===== config.mk =====
export PLATFORM = sky130hd
export DESIGN_NAME = conv_layer_seq
export DESIGN_NICKNAME = d
export VERILOG_FILES = /design/src/rtl/conv_layer_seq.sv
export SDC_FILE = /design/constraint.sdc
export NUM_CORES = 1
export LEC_CHECK = 0
export BUFFER_PORTS_ARGS = -buffer_cell sky130_fd_sc_hd__buf_2
export CORE_MARGIN = 2
export CORE_UTILIZATION = 50
export CTS_BUF_LIST = sky130_fd_sc_hd__clkbuf_8 sky130_fd_sc_hd__clkbuf_16
export DETAILED_ROUTE_END_ITERATION = 8
export PLACE_DENSITY_LB_ADDON = 0.1
export SYNTH_ARGS = -nofsm -noshare
export SYNTH_HDL_FRONTEND = slang
export SYNTH_SLANG_ARGS = --single-unit

===== constraint.sdc =====
create_clock -name clk -period 6.88 [get_ports clk]
set_input_delay 0.344 -clock clk [delete_from_list [all_inputs] [get_ports clk]]
set_output_delay 0.344 -clock clk [all_outputs]
set_load 0.02 [all_outputs]

===== src/rtl/conv_layer_seq.sv =====
// Layer sequencer for conv2d_3x3: queues layer descriptors and
// drives the kernel config/start for one layer at a time.
module conv_layer_seq #(
  parameter int CHN_WIDTH = 8,
  parameter int FMS_WIDTH = 8,
  parameter int DEPTH     = 4,
  parameter int TO_WIDTH  = 24
) (
  input  logic                 clk,
  input  logic                 rstn,
  input  logic                 abort,
  input  logic                 desc_valid,
  output logic                 desc_ready,
  input  logic [CHN_WIDTH-1:0] desc_ci,
  input  logic [CHN_WIDTH-1:0] desc_co,
  input  logic                 desc_stride,
  input  logic [FMS_WIDTH-1:0] desc_ifm_size,
  input  logic                 desc_last,
  output logic [CHN_WIDTH-1:0] cfg_ci,
  output logic [CHN_WIDTH-1:0] cfg_co,
  output logic                 cfg_stride,
  output logic [FMS_WIDTH-1:0] cfg_ifm_size,
  output logic                 start_conv,
  input  logic                 conv_done,
  output logic                 busy,
  output logic                 layer_done,
  output logic                 seq_done,
  output logic [15:0]          layer_cnt,
  output logic                 err_cfg,
  output logic                 err_timeout
);

  localparam int AW = $clog2(DEPTH);
  localparam int EW = 2*CHN_WIDTH + FMS_WIDTH + 2;

  typedef enum logic [1:0] {
    IDLE, START, RUN, DONE
  } state_t;

  state_t state, state_nxt;

  logic [EW-1:0] mem [DEPTH];
  logic [EW-1:0] head;
  logic [AW:0]   wptr, rptr;
  logic          full, empty;
  logic          desc_ok, push, store;
  logic          pop, to_hit;
  logic [TO_WIDTH-1:0] wd, wd_inc;
  logic          last_r;

  // Extra pointer bit tells full from empty.
  assign empty = (wptr == rptr);
  assign full  = (wptr[AW] != rptr[AW]) &&
                 (wptr[AW-1:0] == rptr[AW-1:0]);

  assign desc_ready = !full && !err_timeout;
  assign desc_ok = (desc_ci != '0) && (desc_co != '0) &&
                   (desc_ifm_size >= FMS_WIDTH'(3));
  assign push  = desc_valid && desc_ready && !abort;
  assign store = push && desc_ok;

  assign head   = mem[rptr[AW-1:0]];
  assign wd_inc = wd + TO_WIDTH'(1);

  assign busy       = (state != IDLE);
  assign start_conv = (state == START);
  assign layer_done = (state == DONE);
  assign seq_done   = (state == DONE) && last_r;

  // Next-state logic; abort overrides every transition.
  always_comb begin
    state_nxt = state;
    pop       = 1'b0;
    to_hit    = 1'b0;
    unique case (state)
      IDLE: begin
        if (!empty) begin
          state_nxt = START;
          pop       = 1'b1;
        end
      end
      START: state_nxt = RUN;
      RUN: begin
        if (conv_done) begin
          state_nxt = DONE;
        end else if (&wd_inc) begin
          state_nxt = IDLE;
          to_hit    = 1'b1;
        end
      end
      DONE: begin
        if (!empty) begin
          state_nxt = START;
          pop       = 1'b1;
        end else begin
          state_nxt = IDLE;
        end
      end
      default: state_nxt = IDLE;
    endcase
    if (abort) begin
      state_nxt = IDLE;
      pop       = 1'b0;
      to_hit    = 1'b0;
    end
  end

  // State register.
  always_ff @(posedge clk or negedge rstn) begin
    if (!rstn) state <= IDLE;
    else       state <= state_nxt;
  end

  // Descriptor storage; only legal descriptors are written.
  always_ff @(posedge clk) begin
    if (store)
      mem[wptr[AW-1:0]] <= {desc_ci, desc_co, desc_stride,
                            desc_ifm_size, desc_last};
  end

  // FIFO pointers; abort and timeout flush the queue.
  always_ff @(posedge clk or negedge rstn) begin
    if (!rstn) begin
      wptr <= '0;
      rptr <= '0;
    end else if (abort || to_hit) begin
      wptr <= '0;
      rptr <= '0;
    end else begin
      if (store) wptr <= wptr + (AW+1)'(1);
      if (pop)   rptr <= rptr + (AW+1)'(1);
    end
  end

  // Kernel config, loaded only when a layer is popped.
  always_ff @(posedge clk or negedge rstn) begin
    if (!rstn) begin
      cfg_ci       <= '0;
      cfg_co       <= '0;
      cfg_stride   <= 1'b0;
      cfg_ifm_size <= '0;
      last_r       <= 1'b0;
    end else if (pop) begin
      {cfg_ci, cfg_co, cfg_stride,
       cfg_ifm_size, last_r} <= head;
    end
  end

  // Watchdog: cleared in START, counts RUN cycles.
  always_ff @(posedge clk or negedge rstn) begin
    if (!rstn) begin
      wd <= '0;
    end else if (abort || to_hit || state == START) begin
      wd <= '0;
    end else if (state == RUN && !conv_done) begin
      wd <= wd_inc;
    end
  end

  // Sticky error flags, cleared only by abort.
  always_ff @(posedge clk or negedge rstn) begin
    if (!rstn) begin
      err_cfg     <= 1'b0;
      err_timeout <= 1'b0;
    end else if (abort) begin
      err_cfg     <= 1'b0;
      err_timeout <= 1'b0;
    end else begin
      if (push && !desc_ok) err_cfg     <= 1'b1;
      if (to_hit)           err_timeout <= 1'b1;
    end
  end

  // Completed-layer counter, wraps naturally.
  always_ff @(posedge clk or negedge rstn) begin
    if (!rstn)
      layer_cnt <= '0;
    else if (state == DONE && !abort)
      layer_cnt <= layer_cnt + 16'd1;
  end

endmodule


### After elaboration in Yosys (flattened, before gate mapping)

Memory sizes are Yosys's and may differ from the RTL's. A register that Yosys moved wholly into a read port is not among the register bits.
Index checks and enable logic that the tools add are counted.

* $add $sub $neg: 4
* equal/unequal tests: 8
* $lt $le $gt $ge: 1
* reductions and logical operators: 31
* muxes and demuxes: 25

Operator list (count)
* $mux W24: 2
* $add A24 B1 Y24 const B: 1
* $reduce_and A24 Y1: 1
* $add A16 B1 Y16 const B: 1
* $reduce_bool A8 Y1: 2
* $mux W1: 14
* $mux W3: 4
* $reduce_bool A2 Y1: 6
* $logic_and A1 B1 Y1: 11
* $ge A8 B2 Y1 const B: 1
* $mux W2: 4
* $pmux W2 S4: 1
* $add A3 B1 Y3 const B: 2
* $logic_not A1 Y1: 6
* $eq A2 B2 Y1 const B: 2
* $ne A4 B4 Y1 const B: 1
* $eq A3 B3 Y1: 1
* $ne A3 B3 Y1 const B: 1
* $eq A2 B1 Y1 const B: 1
* $eq A2 B2 Y1: 1
* $logic_not A2 Y1: 1
* $logic_or A1 B1 Y1: 2
* $reduce_and A2 Y1: 1
* $reduce_or A2 Y1: 1
* $ne A1 B1 Y1: 1

* output and inout port bits: 48
* memory bits (writable): 104
* memories: 1
* logic and storage cells: 77
* bits of input ports: 31
* flip-flop bits (word level): 50

Memory list
* mem: depth 4, width 26, read ports 1, clocked after memory_dff 1, write ports 1, line 42 `logic [EW-1:0] mem [DEPTH];`

### Logic depth before layout (Yosys ltp)

Gate-level depths: netlist of run 1.

* word-level depth: 9
* depth in mapped cells: 10
* gate-level depth less buffers: 9

### Worst setup path after synthesis of run 1

Ideal clock, no wire load.

* path type: reg-to-reg
* start point: reg rptr[0]
* end point: mem mem[3][0] (netlist name) (enable)
* library setup time: 387 ps
* required time: 6493 ps
* setup slack: 4072 ps
* path buffers: 1
* period minus slack after synthesis: 2808 ps
* cell stages (with the launch flop): 7
* arrival: 2421 ps
* cells stage by stage: dfrtp_1 -> buf_2 -> xnor2_1 -> a31oi_1 -> nand4_1 -> nor2_1 -> and2_1

* word-level cells in the longest chain between the ends: 9

RTL lines
* from (decl): line 44 `logic [AW:0] wptr, rptr;`
* from (signal assigned): line 131 `if (pop) rptr <= rptr + (AW+1)'(1);`
* $eq A2 B2 Y1: line 54 `(wptr[AW-1:0] == rptr[AW-1:0]);`
* $logic_and A1 B1 Y1: line 53 `assign full = (wptr[AW] != rptr[AW]) &&`
* $logic_not A1 Y1: line 56 `assign desc_ready = !full && !err_timeout;`
* $logic_and A1 B1 Y1: line 56
* named net desc_ready: line 13 `output logic desc_ready,`
* $logic_and A1 B1 Y1 (2 in series): line 59 `assign push = desc_valid && desc_ready && !abort;`
* $logic_and A1 B1 Y1: line 60 `assign store = push && desc_ok;`
* $mux W1: line 116 `if (store)`
* $mux W1 (not written as such): line 117 `mem[wptr[AW-1:0]] <= {desc_ci, desc_co, desc_stride,`
* to (decl): line 42

The timed path passes the listed nets, and every way through them passes these cells.

### Worst setup path after layout of run 1

* start point: reg rptr[0]
* end point: mem mem[3][22] (netlist name) (enable)

* word-level cells in the longest chain between the ends: 9

RTL lines (line)
* $eq A2 B2 Y1: 54
* $logic_and A1 B1 Y1: 53
* $logic_not A1 Y1: 56
* $logic_and A1 B1 Y1: 56
* $logic_and A1 B1 Y1 (2 in series): 59
* $logic_and A1 B1 Y1: 60
* $mux W1: 116
* $mux W1 (not written as such): 117

Every way passes these cells.

==> impl_metrics.prom, run 1 <==
# TYPE chip_impl_metric gauge
chip_impl_info{name="setup.worst_path.class",value="flop to flop"} 1
chip_impl_metric{name="syn-instance-count",unit=""} 523
chip_impl_info{name="layout.cells.most_common_list",value="104 x edfxtp_1, 77 x buf_2, 75 x dfrtp_1"} 1
chip_impl_info{name="unrepaired_setup_endpoints_after_global_routing",value="false"} 1
chip_impl_metric{name="antenna_found_initial",unit=""} 0
chip_impl_info{name="cp_cell_sequence",value="xnor2_1, a31oi_1, nand4_1, nor2_1, and2_1, buf_4"} 1
chip_impl_metric{name="detail-route-antenna-nets",unit=""} 0
chip_impl_metric{name="grt_start_max_net_pins",unit=""} 77
chip_impl_metric{name="p_int",unit="mW"} 2.00
chip_impl_metric{name="power_density",unit="mW/mm^2"} 319
chip_impl_metric{name="cts.hold.buffers_added",unit=""} 0
chip_impl_metric{name="synth_enable_flop_cells",unit=""} 104
chip_impl_metric{name="max_slew.worst_pin.slew",unit="ps"} 993
chip_impl_metric{name="die_w",unit="um"} 129
chip_impl_metric{name="netlist-cell-type-count",unit=""} 56
chip_impl_metric{name="worst_ep_arrival_time",unit="ps"} 3330
chip_impl_metric{name="post_synth.cell_area_avg",unit="um^2"} 14.9
chip_impl_metric{name="final_layout_size_suffix_gt1_frac",unit=""} 0.303
chip_impl_metric{name="count_of_yosys_warnings_during_synthesis",unit=""} 0
chip_impl_info{name="min_path_type",value="input pin to async pin"} 1
chip_impl_metric{name="grt_use_total",unit=""} 0.188
chip_impl_metric{name="route.detailed.wl_per_inst",unit="um"} 18.0
chip_impl_metric{name="nets_final",unit=""} 650
chip_impl_info{name="timing.critical_path.slowest_stage_cell",value="dfrtp_2"} 1
chip_impl_metric{name="placeable_area",unit="mm^2"} 0.0152
chip_impl_metric{name="io_pins",unit=""} 79
chip_impl_metric{name="floorplan.die.height",unit="um"} 129
chip_impl_metric{name="report.final.setup_viol",unit=""} 0
chip_impl_metric{name="power.share.switching",unit=""} 0.295
chip_impl_metric{name="final_min_period_over_clock_period",unit=""} 0.468
chip_impl_metric{name="ir_drop",unit="mV"} 0.205
chip_impl_metric{name="final_hold_viol_count",unit=""} 0
chip_impl_metric{name="synth-seq-cells",unit=""} 180
chip_impl_metric{name="routed_vias_inst",unit=""} 5.62
chip_impl_metric{name="part_of_the_power_in_the_clock_network",unit=""} 0.323
chip_impl_metric{name="rr_worst_depth",unit=""} 6
chip_impl_metric{name="worst_clock_skew",unit="ps"} 15.1
chip_impl_metric{name="grt_pass1_vias",unit=""} 4494
chip_impl_metric{name="num_antenna_cells",unit=""} 0
chip_impl_metric{name="max-cap-violations",unit=""} 0
chip_impl_metric{name="first_iter_violations",unit=""} 482
chip_impl_metric{name="dp_hpwl",unit="um"} 9520
chip_impl_metric{name="overflow",unit=""} 0
chip_impl_info{name="synth-main-ff-cell",value="edfxtp_1"} 1
chip_impl_metric{name="cts_num_sinks",unit=""} 180
chip_impl_metric{name="placementRows",unit=""} 45
chip_impl_metric{name="power.share.sequential",unit=""} 0.474
chip_impl_metric{name="final_worst_path_period_need",unit="ps"} 3220
chip_impl_metric{name="port_buffers",unit=""} 78
chip_impl_info{name="status",value="complete, no violations"} 1
chip_impl_info{name="critical_path.top_delay_family",value="flip-flops"} 1
chip_impl_metric{name="clk_path_buf_depth",unit=""} 2
chip_impl_metric{name="cp_data_required_time",unit="ps"} 6990
chip_impl_metric{name="drc",unit=""} 0
chip_impl_info{name="start_kind",value="flop"} 1
chip_impl_metric{name="critPathMaxStageDelay",unit="ps"} 1000
chip_impl_metric{name="synth_nets",unit=""} 566
chip_impl_metric{name="post_cts.repair.setup_buffers",unit=""} 0
chip_impl_metric{name="holdWs",unit="ps"} 84.3
chip_impl_metric{name="synth_sequential_area_ratio",unit=""} 0.647
chip_impl_metric{name="synthArstFlopShare",unit=""} 0.422
chip_impl_metric{name="total_wire_length_after_detailed_routing",unit="um"} 14600
chip_impl_metric{name="drt_pass1_iterations",unit=""} 5
chip_impl_metric{name="mappedNetlistArea",unit="mm^2"} 0.00777
chip_impl_metric{name="floorplan.die_area",unit="mm^2"} 0.0166
chip_impl_metric{name="worst_skew_pair_later_pin_latency",unit="ps"} 430
chip_impl_metric{name="syn2layout_area_growth",unit="%"} 14.7
chip_impl_metric{name="max_freq",unit="MHz"} 310
chip_impl_metric{name="total_power",unit="mW"} 2.84
chip_impl_metric{name="p_comb_frac",unit=""} 0.203
chip_impl_metric{name="slew_limit_fails",unit=""} 0
chip_impl_metric{name="clock_transition_at_the_register_clock_pins_on_the_worst_setup_and_hold_paths_after_cts",unit="ps"} 70
chip_impl_metric{name="fill_cells",unit=""} 1192
chip_impl_metric{name="grt_pass1_wl",unit="um"} 23500
chip_impl_metric{name="path_depth",unit=""} 6
chip_impl_metric{name="p_leak",unit="nW"} 3.43
chip_impl_metric{name="sum_of_negative_setup_slack",unit="ps"} 0
chip_impl_metric{name="via_count",unit=""} 4541
chip_impl_info{name="worstSetupEndpointType",value="flop"} 1
chip_impl_metric{name="final_core_utilization",unit=""} 0.586
chip_impl_info{name="cts_tree",value="done"} 1
chip_impl_metric{name="tritoncts.num_buffers",unit=""} 17
chip_impl_metric{name="place_congestion",unit=""} 0.834
chip_impl_metric{name="cp_max_fo",unit=""} 29
chip_impl_metric{name="slew_headroom",unit=""} 0.338
chip_impl_metric{name="critPathBufInv",unit=""} 1
chip_impl_info{name="cell_chosen_for_the_clock_root",value="clkbuf_16"} 1
chip_impl_metric{name="switchingPower",unit="mW"} 0.839
chip_impl_metric{name="htree_num_levels",unit=""} 4
chip_impl_metric{name="cts-resized-gates",unit=""} 0
chip_impl_metric{name="initial_core_utilization",unit=""} 0.511
chip_impl_info{name="leading_cell_type_in_the_layout_fill_and_taps_excluded",value="edfxtp_1"} 1
state kept, by name, indices dropped and copies added, names as in the netlist, 2 cells and up:
signal	flops
cfg_ci	8
cfg_co	8
cfg_ifm_size	8
layer_cnt	16
mem	104
rptr	3
state	2
wd	24
wptr	3
power by group through the flow:
| stage | Combinational [mW] | Clock (mW) | Sequential [mW] |
|---|---|---|---|
| after global routing | 0.630 | 0.989 | 1.37 |
| after floorplan | 0.341 | 0 | 1.43 |
| final | 0.578 | 0.918 | 1.35 |
| after detailed placement | 0.587 | 0 | 1.37 |
| after CTS | 0.588 | 0.943 | 1.35 |
| after global placement | 0.580 | 0 | 1.37 |
per-layer routing:
layer  wire length (um)  part of all wire  track usage  vias to the layer above
li1                   -                 -            -                     2116
met1               6540              0.45        0.254                     2281
met2               7160              0.49        0.300                      127
met3                689             0.047       0.0491                       17
met4                170             0.012       0.0620                        0
met5                  0                 0            0                        -
through the flow:
stage	worst slack, ps	cells	instance area (um^2)
after floorplan	4070	523	7770
after global placement	3760	776	8350
after detailed placement	3580	776	8350
after CTS	3550	808	8910
after global routing	3180	808	8910
final	3660	808	8910
logic make-up (layout without fill, tap and decap cells):
kind of cell	count (synthesis)	after routing	share of synthesized area
xor gates and xnor gates	48	48	0.0541
adders and majority gates	12	12	0.0193
buffers and inverters	33	130	0.0192
DFF	180	180	0.647
AOI/OAI and AO/OA	38	38	0.0357
muxes	55	55	0.117
and+or+nand+nor	157	157	0.108
final cells by class:
type	instances	area, um^2	share of cell area
Sequential cell	180	5030	0.564
Inverter	14	52.6	0.00590
Multi-Input combinational cell	310	2600	0.291
Clock buffer	17	425	0.0477
Tap cell	188	235	0.0264
Timing Repair Buffer	84	438	0.0491
Clock inverter	15	139	0.0156
cells in the mapped netlist, types with 2 or more instances:
cell,number,share of area
clkbuf_1,6,0.0029
nor2b_1,2,0.0016
inv_1,14,0.0068
xnor2_1,28,0.032
nand4b_1,2,0.0023
buf_1,3,0.0014
nand2b_1,3,0.0024
buf_6,2,0.0029
o21ai_0,5,0.0032
edfxtp_1,104,0.40
a22oi_1,2,0.0019
o31ai_1,2,0.0019
nor2_2,10,0.0081
and2_1,8,0.0064
a211oi_1,3,0.0029
nor3_1,6,0.0039
nand4_4,2,0.0055
ha_1,12,0.019
buf_2,7,0.0045
xor2_1,20,0.023
mux2_2,27,0.039
nand3_1,15,0.0097
and3_1,7,0.0056
mux2i_1,2,0.0026
mux4_2,26,0.075
nand4_1,13,0.010
dfrtp_1,76,0.24
nor4_1,8,0.0064
nor2_1,41,0.020
nand2_1,28,0.014
or3_1,4,0.0032
a21oi_1,9,0.0058
a31oi_1,3,0.0024
final timing paths:
check	startpoint	end	slack, ps
max in group asynchronous	rstn	rptr[0]	6090
min in group clk	desc_stride	mem[2][9]	140
setup reg to reg	rptr[0]	mem[3][22]	3660
setup / recovery	rptr[0]	mem[3][22]	3660
hold reg to reg	layer_cnt[13]	layer_cnt[13]	490
hold / removal	rstn	layer_cnt[8]	80
worst reg2reg max path, stage by stage, from the launching register on:
cell	delay [ps]
dfrtp_2	1000
xnor2_1	180
a31oi_1	360
nand4_1	260
nor2_1	240
and2_1	500
buf_4	370
Note: power is estimated with default switching activity, not from simulation.
==> run 2: changes to the inputs <==
==> constraint.sdc (replaced) <==
create_clock -name clk -period 2.95 [get_ports clk]
set_input_delay 0.1475 -clock clk [delete_from_list [all_inputs] [get_ports clk]]
set_output_delay 0.1475 -clock clk [all_outputs]
set_load 0.02 [all_outputs]
==> impl_metrics.prom, run 2 (synthesis results as in run 1) <==
# TYPE chip_impl_metric gauge
chip_impl_metric{name="report.final.setup_viol",unit=""} 0
chip_impl_metric{name="final_min_period_over_clock_period",unit=""} 0.898
chip_impl_metric{name="grt_pass1_vias",unit=""} 4796
chip_impl_metric{name="placementRows",unit=""} 45
chip_impl_metric{name="max_slew.worst_pin.slew",unit="ps"} 1000
chip_impl_info{name="min_path_type",value="input pin to flop"} 1
chip_impl_metric{name="fill_cells",unit=""} 1171
chip_impl_metric{name="final_hold_viol_count",unit=""} 0
chip_impl_metric{name="power.share.sequential",unit=""} 0.453
chip_impl_metric{name="detail-route-antenna-nets",unit=""} 0
chip_impl_metric{name="num_antenna_cells",unit=""} 0
chip_impl_metric{name="drc",unit=""} 0
chip_impl_info{name="cts_tree",value="done"} 1
chip_impl_metric{name="place_congestion",unit=""} 0.874
chip_impl_metric{name="nets_final",unit=""} 688
chip_impl_metric{name="routed_vias_inst",unit=""} 5.60
chip_impl_metric{name="ir_drop",unit="mV"} 0.432
chip_impl_metric{name="floorplan.die_area",unit="mm^2"} 0.0166
chip_impl_metric{name="clk_path_buf_depth",unit=""} 2
chip_impl_metric{name="grt_pass1_wl",unit="um"} 25000
chip_impl_info{name="leading_cell_type_in_the_layout_fill_and_taps_excluded",value="edfxtp_1"} 1
chip_impl_metric{name="max-cap-violations",unit=""} 0
chip_impl_metric{name="route.detailed.wl_per_inst",unit="um"} 18.0
chip_impl_metric{name="port_buffers",unit=""} 78
chip_impl_info{name="start_kind",value="flop"} 1
chip_impl_metric{name="worst_ep_arrival_time",unit="ps"} 2960
chip_impl_metric{name="p_comb_frac",unit=""} 0.220
chip_impl_metric{name="slew_headroom",unit=""} 0.331
chip_impl_metric{name="max_freq",unit="MHz"} 377
chip_impl_metric{name="tritoncts.num_buffers",unit=""} 17
chip_impl_metric{name="switchingPower",unit="mW"} 1.99
chip_impl_metric{name="final_layout_size_suffix_gt1_frac",unit=""} 0.301
chip_impl_metric{name="first_iter_violations",unit=""} 412
chip_impl_metric{name="power_density",unit="mW/mm^2"} 731
chip_impl_metric{name="die_w",unit="um"} 129
chip_impl_metric{name="grt_start_max_net_pins",unit=""} 77
chip_impl_metric{name="overflow",unit=""} 0
chip_impl_info{name="layout.cells.most_common_list",value="104 x edfxtp_1, 77 x buf_2, 75 x dfrtp_1"} 1
chip_impl_metric{name="floorplan.die.height",unit="um"} 129
chip_impl_metric{name="htree_num_levels",unit=""} 4
chip_impl_info{name="status",value="complete, no violations"} 1
chip_impl_info{name="worstSetupEndpointType",value="flop"} 1
chip_impl_metric{name="dp_hpwl",unit="um"} 9710
chip_impl_metric{name="final_worst_path_period_need",unit="ps"} 2650
chip_impl_metric{name="grt_use_total",unit=""} 0.200
chip_impl_metric{name="via_count",unit=""} 4736
chip_impl_metric{name="worst_clock_skew",unit="ps"} 9.39
chip_impl_metric{name="post_cts.repair.setup_buffers",unit=""} 0
chip_impl_metric{name="worst_skew_pair_later_pin_latency",unit="ps"} 430
chip_impl_metric{name="sum_of_negative_setup_slack",unit="ps"} 0
chip_impl_metric{name="drt_pass1_iterations",unit=""} 5
chip_impl_metric{name="part_of_the_power_in_the_clock_network",unit=""} 0.327
chip_impl_metric{name="power.share.switching",unit=""} 0.293
chip_impl_metric{name="antenna_found_initial",unit=""} 0
chip_impl_metric{name="p_int",unit="mW"} 4.81
chip_impl_metric{name="p_leak",unit="nW"} 3.61
chip_impl_metric{name="regArea",unit="mm^2"} 0.00503
chip_impl_info{name="setup.worst_path.class",value="flop to flop"} 1
chip_impl_metric{name="initial_core_utilization",unit=""} 0.511
chip_impl_metric{name="clock_transition_at_the_register_clock_pins_on_the_worst_setup_and_hold_paths_after_cts",unit="ps"} 70
chip_impl_metric{name="cts_num_sinks",unit=""} 180
chip_impl_metric{name="cp_data_required_time",unit="ps"} 3260
chip_impl_metric{name="cp_max_fo",unit=""} 24
chip_impl_info{name="unrepaired_setup_endpoints_after_global_routing",value="false"} 1
chip_impl_metric{name="largest_reg_flops",unit=""} 104
chip_impl_metric{name="total_wire_length_after_detailed_routing",unit="um"} 15300
chip_impl_metric{name="placeable_area",unit="mm^2"} 0.0152
chip_impl_metric{name="final_core_utilization",unit=""} 0.612
chip_impl_metric{name="multi_input_comb_area",unit="mm^2"} 0.00260
chip_impl_info{name="cell_chosen_for_the_clock_root",value="clkbuf_16"} 1
chip_impl_metric{name="slew_limit_fails",unit=""} 0
chip_impl_metric{name="syn2layout_area_growth",unit="%"} 19.8
chip_impl_metric{name="io_pins",unit=""} 79
==> run 2: cell types whose count changed in the layout (fill, tap and decap cells not counted), sizes merged <==
cell,before,now
dlygate4sd3,0,29
bufinv,0,1
clkinv,7,4
inv,21,22
clkinvlp,1,2
buf,84,93
==> run 2: power by group through the flow <==
stage	clock network [mW]	registers [mW]	logic (mW)
2_1_floorplan	0	3.34	0.795
3_3_place_gp	0	3.13	1.47
3_5_place_dp	0	3.13	1.49
4_1_cts	2.28	3.09	1.52
5_1_grt	2.38	3.11	1.62
6_report	2.22	3.08	1.49
==> run 2: worst max-delay path, cell delays in order (launching register included) <==
cell	delay, ps
dfrtp_1	460
ha_1	230
and3_2	220
a2111oi_0	440
o31ai_1	150
a22oi_1	340
nand4_4	210
o211ai_4	220
buf_12	200
nor2_1	70
==> run 2: area by class of cell <==
cell class	instances	share of cell area
sequential	180	0.540
inverter	14	0.00565
tap	188	0.0253
timing repair buffer	122	0.0868
clock inverter	15	0.0172
clock buffer	17	0.0457
multi-input combinational	310	0.279
==> run 2: final timing paths <==
check | startpoint | endpoint | slack (ps) | depth (start not counted)
max in group asynchronous | rstn | rptr[0] | 1820 | 2
setup / recovery | wd[1] | wd[18] | 300 | 9
hold / removal | conv_done | state[0] | 80 | 3
setup reg to reg | wd[1] | wd[18] | 300 | 9
hold reg to reg | layer_cnt[15] | layer_cnt[15] | 470 | 1
min in group asynchronous | rstn | layer_cnt[7] | 440 | 2
==> run 2: layer usage <==
layer	global-route usage	vias up	share of wire
li1	-	2194	-
met1	0.266	2406	0.44
met2	0.326	115	0.50
met3	0.0528	21	0.047
met4	0.0639	0	0.015
met5	0	-	0
==> run 2: timing repair <==
item	CTS	global route
endpoints found under the setup margin	0	6
hold buffers	29	0
endpoints found under the hold margin	181	0
gates resized for setup	0	1
==> run 2: through the flow <==
step	cells	power (mW)	hold WS [ps]	instance area [um^2]	worst slack (ps)
4_1_cts	846	6.89	68.2	9310	271
6_report	846	6.80	79.2	9310	301
5_1_grt	846	7.12	88.6	9310	89.2
3_5_place_dp	785	4.63	374	8430	265
3_3_place_gp	785	4.60	361	8430	398
2_1_floorplan	523	4.14	-148	7770	142
